--- config.mk ---
export PLATFORM = sky130hd
export DESIGN_NAME = uart_tx_arbiter
export DESIGN_NICKNAME = d
export VERILOG_FILES = /design/src/rtl/uart_tx_arbiter_pkg.sv /design/src/rtl/uart_tx_arbiter_rr_pick.sv /design/src/rtl/uart_tx_arbiter.sv
export SDC_FILE = /design/constraint.sdc
export NUM_CORES = 1
export LEC_CHECK = 0
export CAP_MARGIN = 20
export CORE_UTILIZATION = 50
export CTS_BUF_LIST = sky130_fd_sc_hd__clkbuf_2
export CTS_CLUSTER_DIAMETER = 200
export DETAILED_ROUTE_END_ITERATION = 12
export PLACE_DENSITY_LB_ADDON = 0.3
export SETUP_SLACK_MARGIN = 0.02
export SLEW_MARGIN = 10
export SYNTH_ARGS = -nofsm -noshare
export SYNTH_HDL_FRONTEND = slang
export SYNTH_HIERARCHICAL = 1
export SYNTH_SLANG_ARGS = --single-unit
--- constraint.sdc ---
create_clock -name clk -period 2.43 [get_ports clk]
set_input_delay 0.486 -clock clk [delete_from_list [all_inputs] [get_ports clk]]
set_output_delay 0.486 -clock clk [all_outputs]
set_load 0.01 [all_outputs]
--- src/rtl/uart_tx_arbiter_pkg.sv ---
// Shared constants and state encoding for the UART transmit arbiter.
package uart_tx_arbiter_pkg;

    localparam int UART_DBIT   = 8;
    localparam int DEF_NREQ    = 4;
    localparam int DEF_TIMEOUT = 65535;

    typedef enum logic {
        IDLE = 1'b0,
        SEND = 1'b1
    } arb_state_e;

endpackage

--- src/rtl/uart_tx_arbiter_rr_pick.sv ---
// Combinational round-robin picker: rotate requests so ptr is bit 0,
// take the lowest set bit, then rotate the index back.
module rr_pick #(
    parameter  int NREQ = 4,
    localparam int IDW  = $clog2(NREQ)
) (
    input  logic [NREQ-1:0] req,
    input  logic [IDW-1:0]  ptr,
    output logic            valid,
    output logic [IDW-1:0]  idx
);

    logic [NREQ-1:0] rot;
    logic [IDW-1:0]  off;

    always_comb begin
        rot = '0;
        for (int k = 0; k < NREQ; k++) begin
            rot[k] = req[IDW'((int'(ptr) + k) % NREQ)];
        end
    end

    // Descending scan so the lowest rotated position wins.
    always_comb begin
        off = '0;
        for (int k = NREQ - 1; k >= 0; k--) begin
            if (rot[k]) off = IDW'(k);
        end
    end

    assign valid = |rot;
    assign idx   = IDW'((int'(off) + int'(ptr)) % NREQ);

endmodule

--- src/rtl/uart_tx_arbiter.sv ---
// Round-robin arbiter feeding one UART transmitter, with burst lock and a
// watchdog that recovers when tx_done_tick never arrives.
module uart_tx_arbiter
    import uart_tx_arbiter_pkg::*;
#(
    parameter  int NREQ    = DEF_NREQ,
    parameter  int DBIT    = UART_DBIT,
    parameter  int TIMEOUT = DEF_TIMEOUT,
    localparam int IDW     = $clog2(NREQ)
) (
    input  logic                 clk,
    input  logic                 reset,
    input  logic [NREQ-1:0]      req,
    input  logic [NREQ*DBIT-1:0] req_data,
    input  logic [NREQ-1:0]      req_last,
    output logic [NREQ-1:0]      ack,
    output logic [IDW-1:0]       grant_id,
    output logic                 busy,
    output logic                 tx_start,
    output logic [DBIT-1:0]      w_data,
    input  logic                 tx_done_tick,
    output logic                 timeout_err
);

    localparam int WDW = $clog2(TIMEOUT + 1);

    arb_state_e state_q, state_d;

    logic [NREQ-1:0] ack_q, ack_d;
    logic [IDW-1:0]  grant_id_q, grant_id_d;
    logic [IDW-1:0]  rr_ptr_q, rr_ptr_d;
    logic [IDW-1:0]  lock_id_q, lock_id_d;
    logic            lock_valid_q, lock_valid_d;
    logic            last_q, last_d;
    logic            busy_q, busy_d;
    logic            tx_start_q, tx_start_d;
    logic            timeout_err_q, timeout_err_d;
    logic [DBIT-1:0] w_data_q, w_data_d;
    logic [WDW-1:0]  wdog_q, wdog_d;

    logic [NREQ-1:0][DBIT-1:0] data_arr;
    logic                      pick_valid;
    logic [IDW-1:0]            pick_idx;
    logic                      lock_hit;
    logic                      win_valid;
    logic [IDW-1:0]            win_idx;
    logic [IDW-1:0]            next_ptr;

    assign data_arr = req_data;

    rr_pick #(.NREQ(NREQ)) u_pick (
        .req   (req),
        .ptr   (rr_ptr_q),
        .valid (pick_valid),
        .idx   (pick_idx)
    );

    // A held lock overrides round-robin only while its owner keeps requesting.
    assign lock_hit  = lock_valid_q && req[lock_id_q];
    assign win_valid = lock_hit || pick_valid;
    assign win_idx   = lock_hit ? lock_id_q : pick_idx;
    assign next_ptr  = (grant_id_q == IDW'(NREQ - 1)) ? '0 : grant_id_q + IDW'(1);

    always_comb begin
        state_d       = state_q;
        ack_d         = '0;
        tx_start_d    = 1'b0;
        timeout_err_d = 1'b0;
        grant_id_d    = grant_id_q;
        rr_ptr_d      = rr_ptr_q;
        lock_id_d     = lock_id_q;
        lock_valid_d  = lock_valid_q;
        last_d        = last_q;
        busy_d        = busy_q;
        w_data_d      = w_data_q;
        wdog_d        = wdog_q;

        case (state_q)
            IDLE: begin
                if (lock_valid_q && !lock_hit) lock_valid_d = 1'b0;
                if (win_valid) begin
                    tx_start_d       = 1'b1;
                    ack_d[win_idx]   = 1'b1;
                    w_data_d         = data_arr[win_idx];
                    grant_id_d       = win_idx;
                    last_d           = req_last[win_idx];
                    busy_d           = 1'b1;
                    wdog_d           = '0;
                    state_d          = SEND;
                end
            end
            SEND: begin
                wdog_d = wdog_q + WDW'(1);
                // Done takes priority over a watchdog expiry in the same cycle.
                if (tx_done_tick) begin
                    busy_d       = 1'b0;
                    rr_ptr_d     = next_ptr;
                    lock_valid_d = ~last_q;
                    lock_id_d    = grant_id_q;
                    state_d      = IDLE;
                end else if (wdog_q == WDW'(TIMEOUT - 1)) begin
                    timeout_err_d = 1'b1;
                    busy_d        = 1'b0;
                    rr_ptr_d      = next_ptr;
                    lock_valid_d  = 1'b0;
                    state_d       = IDLE;
                end
            end
            default: state_d = IDLE;
        endcase
    end

    always_ff @(posedge clk or negedge reset) begin
        if (!reset) begin
            state_q       <= IDLE;
            ack_q         <= '0;
            tx_start_q    <= 1'b0;
            timeout_err_q <= 1'b0;
            grant_id_q    <= '0;
            rr_ptr_q      <= '0;
            lock_id_q     <= '0;
            lock_valid_q  <= 1'b0;
            last_q        <= 1'b0;
            busy_q        <= 1'b0;
            w_data_q      <= '0;
            wdog_q        <= '0;
        end else begin
            state_q       <= state_d;
            ack_q         <= ack_d;
            tx_start_q    <= tx_start_d;
            timeout_err_q <= timeout_err_d;
            grant_id_q    <= grant_id_d;
            rr_ptr_q      <= rr_ptr_d;
            lock_id_q     <= lock_id_d;
            lock_valid_q  <= lock_valid_d;
            last_q        <= last_d;
            busy_q        <= busy_d;
            w_data_q      <= w_data_d;
            wdog_q        <= wdog_d;
        end
    end

    assign ack         = ack_q;
    assign tx_start    = tx_start_q;
    assign timeout_err = timeout_err_q;
    assign grant_id    = grant_id_q;
    assign busy        = busy_q;
    assign w_data      = w_data_q;

endmodule
## Word-level counts from Yosys, hierarchy flattened

Index checks and enable logic that the tools add are counted.

| word-level totals | value |
|---|---|
| logic and storage cells | 91 |
| output and inout bits | 17 |
| input bits | 43 |
| flip-flop bits (word level) | 40 |

| cells by class | value |
|---|---|
| mux-type cells | 47 |
| bitwise operators | 2 |
| eq/ne operators | 5 |
| $lt $le $gt $ge | 7 |
| $add $sub $neg | 6 |
| reduce and logical (&&, ||, !) cells | 12 |

Operators by type and width:

| kind | count |
|---|---|
| one-hot mux 16 bit (2 select lines) | 1 |
| two-way mux 1 bit | 23 |
| adder 16 x 1 -> 16 bit (second input constant) | 1 |
| binary-select mux 8 bit (select 2 bit) | 1 |
| equality test 16 bit (second input constant) | 1 |
| < comparator 2 x 4 -> 1 bit (second input constant) | 4 |
| two-way mux 16 bit | 1 |
| two-way mux 2 bit | 8 |
| binary-select mux 1 bit (select 2 bit) | 6 |
| AND reduction 2 bit | 5 |
| two-way mux 4 bit | 2 |
| two-way mux 8 bit | 1 |
| < comparator 2 x 3 -> 1 bit (second input constant) | 2 |
| one-hot mux 1 bit (2 select lines) | 3 |
| adder 2 x 1 -> 2 bit (second input constant) | 2 |
| adder 2 bit (second input constant) | 2 |
| != test 2 bit (second input constant) | 2 |
| OR reduction 4 bit | 1 |
| logical AND 1 bit | 3 |
| != test 3 x 2 -> 1 bit (second input constant) | 1 |
| adder 2 bit | 1 |
| demux 1 bit (select 2 bit) | 1 |
| equality test 2 bit (second input constant) | 1 |
| >= comparator 2 x 1 -> 1 bit (second input constant) | 1 |
| 4 further kinds | 5 |

## Depth between registers and ports, before layout

Gate-level depths: netlist of the first run.

| depth | value |
|---|---|
| depth after elaboration | 16 |
| gate-level depth with buffers | 12 |
| gate-level depth less buffers | 10 |

## By module

The synthesis of the first run kept the hierarchy.

Modules (own cells, without submodules):

| module | sequential area each (µm²) | cells each | area an instance (µm²) | instances |
|---|---|---|---|---|
| uart_tx_arbiter | 1,001.0 | 190 | 2,001.9 | 1 |
| rr_pick | 0.0 | 25 | 166.4 | 1 |

## Worst setup path before layout of the first run

No wires, ideal clock.

| timing | value |
|---|---|
| path kind | input port to flip-flop |
| from | input port req[0] |
| to | register last_q |
| buffers on the path | 1 |
| required time | 2,288 ps |
| setup slack | 186 ps |
| arrival time | 2,101 ps |
| setup time | 142 ps |
| cell stages on the path | 11 |
| cell sequence | nor2_1 -> a2bb2oi_1 -> o211ai_1 -> o21a_1 -> ha_1 -> xnor2_1 -> xnor2_1 -> nand3b_1 -> a21o_1 -> clkbuf_1 -> o221ai_1 |

| on the way | value |
|---|---|
| cells in the longest elaborated chain, start to end | 11 |
| elaborated cells between the ends (all ways) | 26 |
| those cells by class | add/sub (1); mux (21); reduce/logical (4) |

RTL lines:

| what | RTL line | RTL |
|---|---|---|
| start, declared | uart_tx_arbiter.sv:13 | `input logic [NREQ-1:0] req,` |
| binary-select mux 1 bit (select 2 bit) | uart_tx_arbiter_rr_pick.sv:19 | `rot[k] = req[IDW'((int'(ptr) + k) % NREQ)];` |
| two-way mux 1 bit (implied by the code) (2 in a row) | uart_tx_arbiter_rr_pick.sv:19 |  |
| two-way mux 2 bit (3 in a row) | uart_tx_arbiter_rr_pick.sv:27 | `if (rot[k]) off = IDW'(k);` |
| two-way mux 2 bit (*) | uart_tx_arbiter_rr_pick.sv:27 |  |
| adder 2 bit (*) | uart_tx_arbiter_rr_pick.sv:32 | `assign idx = IDW'((int'(off) + int'(ptr)) % NREQ);` |
| net pick_idx[1] | uart_tx_arbiter.sv:43 | `logic [IDW-1:0] pick_idx;` |
| two-way mux 2 bit (*) | uart_tx_arbiter.sv:61 | `assign win_idx = lock_hit ? lock_id_q : pick_idx;` |
| binary-select mux 1 bit (select 2 bit) (*) | uart_tx_arbiter.sv:86 | `last_d = req_last[win_idx];` |
| two-way mux 1 bit (implied by the code) (*) | uart_tx_arbiter.sv:86 |  |
| end signal, assigned | uart_tx_arbiter.sv:136 | `last_q <= last_d;` |
| end, declared | uart_tx_arbiter.sv:34 | `logic last_q, last_d;` |

The timed path passes the listed nets; every way through them passes the cells marked *. The select of a mux whose other input is x is not followed.
A chain may end at the register's enable or synchronous reset.

## Worst setup path in the final report of the first run

| timing | value |
|---|---|
| from | input port req[0] |
| to | register w_data_q[2], in the netlist w_data[2] |

| on the way | value |
|---|---|
| cells in the longest elaborated chain, start to end | 11 |
| elaborated cells between the ends (all ways) | 26 |
| those cells by class | add/sub (1); mux (21); reduce/logical (4) |

RTL lines:

| what | RTL line | RTL |
|---|---|---|
| binary-select mux 1 bit (select 2 bit) | uart_tx_arbiter_rr_pick.sv:19 |  |
| two-way mux 1 bit (implied by the code) (2 in a row) | uart_tx_arbiter_rr_pick.sv:19 |  |
| two-way mux 2 bit (3 in a row) | uart_tx_arbiter_rr_pick.sv:27 |  |
| two-way mux 2 bit (*) | uart_tx_arbiter_rr_pick.sv:27 |  |
| adder 2 bit (*) | uart_tx_arbiter_rr_pick.sv:32 |  |
| net pick_idx[1] | uart_tx_arbiter.sv:43 |  |
| two-way mux 2 bit (*) | uart_tx_arbiter.sv:61 |  |
| binary-select mux 8 bit (select 2 bit) (*) | uart_tx_arbiter.sv:84 | `w_data_d = data_arr[win_idx];` |
| two-way mux 8 bit (implied by the code) (*) | uart_tx_arbiter.sv:84 |  |
| end signal, assigned | uart_tx_arbiter.sv:138 | `w_data_q <= w_data_d;` |
| end, declared | uart_tx_arbiter.sv:38 | `logic [DBIT-1:0] w_data_q, w_data_d;` |

Marks and branches as above.

==> key figures, run 1 <==
Status
  – Status: finished clean

Clocking
  – Latest clock arrival within the worst-skew pair: 0.40 ns
  – CTS sink cnt: 40
  – Post-CTS Setup Bufs: 0
  – H-tree depth: 2
  – TritonCTS clock tree: built
  – Clock buffer count from CTS: 5
  – Reg clk slew, reported paths: 0.19 ns
  – Buffer depth of the longest clock path: 2
  – Root buffer cell: clkbuf_2
  – Hold buffer count at CTS: 0

Worst setup path
  – Worst path required time: 2.75 ns
  – CP arrival: between 2 and 3 ns
  – Slowest-stage cell, CP: clkdlybuf4s50_1
  – Critical path's most frequent cell: xnor2_1
  – Max FO, Critical Path: 12
  – CP top delay family: compound AO/OA/AOI/OAI gates
  – CP peak stage delay: approximately 0.44 ns
  – Crit path buf inv count: 1
  – Critical path type: in2reg
  – Worst setup EP type: flop
  – CP cell instances: clkdlybuf4s50_1, nor2_2, a2bb2oi_1, o211ai_1, o21a_1, ha_1, xnor2_1, xnor2_1, nand3b_1, a21o_4, o221ai_1
  – Critical path launch point type: primary input

GRT
  – Initial antenna violation count: 0
  – Global Route Usage Sum: 24.2%
  – First-pass GRT wire length: between 8 and 9 mm
  – Largest net degree at the start of global routing: 41
  – Total gr overflow: 0
  – Vias in the first global route: 1724

Finish
  – Share of layout cells above drive strength 1: 14.2%
  – Most frequent cells in the layout: 56 x clkdlybuf4s50_1, 39 x dfrtp_1, 27 x nand2_1
  – Fin area: 2970 um2
  – Filler Cells Inserted: 312
  – ANT cells: 0
  – Fin nets: between 300 and 400
  – Most common cell after layout, fill and taps aside: clkdlybuf4s50_1
  – P&R area growth vs syn: 36.8%

Yosys
  – FF+latch count, synth: 40
  – Avg Cell Area, Syn: roughly 10 um2
  – Post-synth top area share: 46.2%
  – Register area share after synthesis: 46.2%
  – Net Count, Synth: ~260
  – Largest cells by area after synthesis: dfrtp_1 46%, mux2i_1 8.8%, nand2_1 4.7%, o221ai_1 3.6%, o21ai_0 3.5%
  – Synth Warn #: 6
  – Syn Inst Count: 215
  – Distinct cells, synth: 40
  – Post-synth top area cell: dfrtp_1
  – Post-Syn Area: 2170 um2

STA
  – Setup Skew: ~0.011 ns
  – Fin. Hold Viols: 0
  – Fin Setup TNS: 0 ns
  – RSZ-0062 raised after global routing: false
  – Final worst setup slack: ~0.12 ns
  – Tmin final: 2.31 ns
  – Final Setup Violations: 0
  – Slew @ Worst Pin: 0.858 ns
  – Slew Limit Fails: 0
  – Fmax: 0.434 GHz
  – Relative slew slack: 42.8%
  – Final critical-path share of the clock period: 94.9%

Die
  – Die area: 4600 um2
  – Core Area: roughly 4100 um2
  – Starting density of the core: 53.1%
  – Core Rows: 23
  – Ports: 60
  – Chip width: around 68 um
  – DIE HEIGHT: 67.9 um

Detailed routing
  – Drt wl/cell: 14.7 um
  – DRC viols: 0
  – Remaining antenna violation count: 0
  – Via count: 1918
  – Vias/cell: 5.67
  – Post-Route WL: 4.97 mm
  – DRT Pass-1 Iters: 4
  – First-iteration detailed-routing DRC count: 128

Place
  – RePlAce Congestion: between 0.8 and 0.9
  – Cell Area, Placed: 2900 um2
  – Placement Setup Slack: -0.549 ns
  – DP HPWL: 3.75 mm
  – Port bufs: 59

Hold path
  – Hold crit path type: in2async

Power and ir drop
  – P per Cell Area: between 1000 and 1500 nW/um2
  – Worst VDD drop: around 0.00057 V
  – Static Leak: 1.29 nW

Run
  – Max cap viols: 0
==> worst reg2reg max path, stage by stage, from the launching register on <==
cell	delay [ns]
dfrtp_2	0.47
nand2_1	0.07
a21oi_1	0.16
o2bb2ai_1	0.09
o21a_1	0.17
ha_1	0.19
xnor2_1	0.18
xnor2_1	0.11
nand3b_1	0.18
a21o_4	0.28
o221ai_1	0.22
==> layer usage <==
metal | vias to the layer above | part of all wire [%] | track usage (%)
li1 | 935 | - | -
met1 | 918 | 44 | 31.1
met2 | 61 | 50 | 39.9
met3 | 4 | 5.7 | 7.00
met4 | 0 | 0.46 | 6.25
met5 | - | 0 | 0
==> sequential cells by signal, indices dropped and copies added, names as in the netlist, 2 cells and up <==
name,count
wdog_q,16
lock_id_q,2
grant_id,2
w_data,8
rr_ptr_q,2
ack,4
==> cell families (layout without fill, tap and decap cells) <==
kind of cell,after synthesis,count (layout),synth area share (%)
AOI/OAI and AO/OA,49,49,15.7
xor gates and xnor gates,3,3,1.21
adders and majority gates,4,4,2.31
buffers and inverters,13,86,3.17
DFF,40,40,46.2
muxes,27,27,13.8
and+or+nand+nor,79,79,17.7
==> synth_stat cells, drive strengths merged <==
cell and n:
a21oi 2, dfrtp 40, clkbuf 2, nand2b 1, or2 5, o21ai 21
nor4 1, a31oi 2, o31ai 2, xnor2 3, o21a 2, a21o 2
nand3 14, o22ai 2, buf 6, nor2 14, mux2 7, o211ai 3
nor3 2, and4 3, nand4 6, or2b 1, nand3b 1, nand2 27
ha 4, nor2b 2, a2bb2oi 1, and2 2, o2bb2ai 2, a32oi 1
inv 5, o221ai 9, mux2i 20
==> power breakdown <==
| part | internal [W] | switching (W) |
|---|---|---|
| Sequential | 0.000856 | 0.000182 |
| Clock | 0.0000646 | 0.000217 |
| Combinational | 0.000946 | 0.000769 |
==> through the flow <==
step | total power (W) | hold WS (ns) | std cells | utilization (%)
after floorplan | 0.00212 | 0.190 | 215 | -
after global placement | 0.00267 | 0.463 | 330 | 70.9
after detailed placement | 0.00273 | 0.481 | 330 | 70.9
after CTS | 0.00301 | 0.172 | 338 | 71.9
after global routing | 0.00325 | 0.177 | 338 | 72.6
final | 0.00303 | 0.170 | 338 | 72.6
==> layout make-up <==
class | instances | area [um2] | share of cell area (%)
repair buffers | 73 | 721 | 24.3
clock inverters | 3 | 13.8 | 0.464
well taps | 50 | 62.6 | 2.11
inverters | 5 | 18.8 | 0.633
clock buffers | 5 | 25.0 | 0.844
multi-input cells | 162 | 1120 | 37.8
flip-flops and latches | 40 | 1000 | 33.8
==> worst paths after layout <==
path | depth (start not counted) | startpoint | slack (ns) | end
max | 11 | req[0] | 0.12 | w_data[2]
min | 1 | reset | 0.17 | wdog_q[11]
max reg2reg | 10 | rr_ptr_q[1] | 0.24 | w_data[2]
min reg2reg | 1 | wdog_q[15] | 0.51 | wdog_q[15]
max in group asynchronous | 1 | reset | 1.68 | rr_ptr_q[1]
min in group clk | 1 | wdog_q[15] | 0.51 | wdog_q[15]
==> timing repair <==
item,4_1_cts,5_1_grt
setup endpoints to repair,10,13
pin swaps,0,1
resized for setup,2,7
Note: power is estimated with default switching activity, not from simulation.
==> run 2: changes to the inputs <==
SETUP_SLACK_MARGIN = 0.3   (was 0.02)
==> run 2 against run 1 <==
Effect of this change: sequential share of layout area fell by 2.0 points; die area is the same; worst hold slack got worse by 0.011 ns; clock skew is 0.017 ns higher; critical endpoint is now w_data[3]; flip-flop and latch count unchanged; register-to-register slack is essentially flat; combinational power rose by 19%; worst setup slack improved by 0.13 ns; largest power group unchanged; first-iteration DRC count fell by 7.8%; clock power grew 3%; largest cell class unchanged.
==> key figures, run 2 (synthesis gave the netlist of run 1 again) <==
Status
  – Status: finished clean

Run
  – Max cap viols: 0 (unchanged)

Worst setup path
  – CP arrival: 2.50 ns (-0.13 ns)
  – Max FO, Critical Path: 6 (-6)
  – Critical path type: reg2reg
  – Worst setup EP type: flop
  – Critical path launch point type: flop
  – Reg2reg end: w_data[3]
  – Reg2reg path depth: 9 (-1)
  – Worst path required time: 2.75 ns (about the same)
  – Reg-to-reg startpoint: rr_ptr_q[1]
  – Reg-to-reg setup timing slack: 0.25 ns (about the same)

STA
  – Tmin final: 2.18 ns (-0.127 ns)
  – Fin. Hold Viols: 0 (unchanged)
  – RSZ-0062 raised after global routing: true
  – Slew @ Worst Pin: 0.876 ns (+0.0178 ns)
  – Final critical-path share of the clock period: 89.7% (-5.2 points)
  – Setup Skew: 0.0279 ns (+0.0174 ns)
  – Slew Limit Fails: 0 (unchanged)
  – Final Setup Violations: 0 (unchanged)
  – Fmax: 0.459 GHz (+5.8%)
  – Relative slew slack: 41.6% (-1.2 points)

GRT
  – Vias in the first global route: 1843 (+6.9%)
  – Total gr overflow: 0 (unchanged)
  – First-pass GRT wire length: 8.38 mm (+3.7%)
  – Largest net degree at the start of global routing: 41 (unchanged)
  – Global Route Usage Sum: 25.1% (+0.88 points)
  – Initial antenna violation count: 0 (unchanged)

Die
  – Chip width: 67.9 um (unchanged)
  – Ports: 60 (unchanged)
  – Core Area: 4090 um2 (unchanged)
  – Starting density of the core: 53.1% (unchanged)
  – Die area: 4600 um2 (unchanged)
  – DIE HEIGHT: 67.9 um (unchanged)
  – Core Rows: 23 (unchanged)

Detailed routing
  – Via count: 1983 (+3.4%)
  – First-iteration detailed-routing DRC count: 118 (-7.8%)
  – Vias/cell: 5.76 (+1.6%)
  – Post-Route WL: 5.33 mm (+7.3%)
  – DRT Pass-1 Iters: 4 (unchanged)
  – DRC viols: 0 (unchanged)
  – Drt wl/cell: 15.5 um (+5.4%)
  – Remaining antenna violation count: 0 (unchanged)

Finish
  – P&R area growth vs syn: 45.4%
  – Share of layout cells above drive strength 1: 23.1% (+8.9 points)
  – Most flops, register: wdog_q
  – Multi-input logic area: 1270 um2 (+13%)
  – Fin nets: 340 (+1.8%)
  – ANT cells: 0 (unchanged)
  – Max reg flops: 16 (unchanged)
  – Most common cell after layout, fill and taps aside: clkdlybuf4s50_1
  – Fin cells: 344 (+1.8%)
  – Fin area: 3150 um2 (+6.3%)
  – Filler Cells Inserted: 276 (-12%)
  – Register area: 1000 um2 (unchanged)
  – Most frequent cells in the layout: 54 x clkdlybuf4s50_1, 39 x dfrtp_1, 26 x nand2_1

Power and ir drop
  – Static Leak: 1.34 nW (+3.6%)
  – P per Cell Area: 1070 nW/um2 (+4.6%)
  – Worst VDD drop: 0.000697 V (+21%)

Hold path
  – Hold crit path type: in2async

Place
  – Cell Area, Placed: 2910 um2 (+0.60%)
  – DP HPWL: 3.63 mm (-3.3%)
  – Placed insts: 332 (+0.61%)
  – RePlAce Congestion: 0.808 (-0.26%)
  – Port bufs: 59 (unchanged)

Clocking
  – TritonCTS clock tree: built
  – H-tree depth: 2 (unchanged)
  – Root buffer cell: clkbuf_2
  – Buffer depth of the longest clock path: 2 (unchanged)
  – Latest clock arrival within the worst-skew pair: 0.41 ns (about the same)
  – CTS sink cnt: 40 (unchanged)
  – Clock buffer count from CTS: 5 (unchanged)
  – Reg clk slew, reported paths: 0.21 ns (+0.02 ns)
  – Hold buffer count at CTS: 0 (unchanged)
[run 2: routing by layer]
metal	vias up	share of wire (%)	track usage, %
met1	939	42	32.6
met3	10	6.4	7.50
met4	0	1.6	8.33
li1	958	-	-
met2	76	50	39.9
met5	-	0	0
[run 2: metrics by stage]
stage | hold slack, ns | util (%) | setup slack (ns) | TNS (ns) | power [W]
after floorplan | 0.190 | - | 0.315 | 0 | 0.00214
after global placement | 0.463 | 71.3 | -0.371 | -4.47 | 0.00265
after detailed placement | 0.464 | 71.3 | -0.541 | -6.64 | 0.00270
after CTS | 0.188 | 74.4 | 0.309 | 0 | 0.00316
after global routing | 0.202 | 77.1 | 0.172 | 0 | 0.00357
final | 0.159 | 77.1 | 0.251 | 0 | 0.00337
[run 2: how the worst max path moves through the flow]
stage | startpoint | to | slack [ns] | depth (start not counted)
after global placement | req[2] | w_data[1] | -0.37 | 11
after floorplan | req[3] | last_q | 0.32 | 11
after detailed placement | req[2] | w_data[1] | -0.54 | 11
final | rr_ptr_q[1] | w_data[3] | 0.25 | 9
after CTS | rr_ptr_q[1] | w_data[1] | 0.31 | 10
after global routing | rr_ptr_q[0] | w_data[3] | 0.17 | 8
[run 2: area by class of cell]
cell class / count / area share (%)
clock buffers: 7 / 1.11
clock inverters: 1 / 0.119
inverters: 5 / 0.595
multi-input cells: 163 / 40.2
flip-flops and latches: 40 / 31.8
well taps: 50 / 1.98
repair buffers: 78 / 24.2
[run 2: what timing repair did]
action	CTS	global route
pin swaps	11	11
endpoints found under the setup margin	14	14
gates cloned	1	0
setup buffers	1	2
gates resized for setup	22	17
[run 2: worst max-delay path, cell delays in order, from the launching register on]
cell,delay (ns)
dfrtp_2,0.49
buf_6,0.14
o2bb2ai_2,0.11
o21a_1,0.20
ha_4,0.18
xnor2_4,0.13
xnor2_2,0.15
nand3b_1,0.23
a21o_4,0.28
o221ai_2,0.18
[run 2: power by group]
group | internal [W] | switching (W) | leakage (nW)
logic | 0.00111 | 0.000932 | 0.791
clock network | 0.0000770 | 0.000213 | 0.0306
registers | 0.000856 | 0.000191 | 0.515
total | 0.00204 | 0.00134 | 1.34
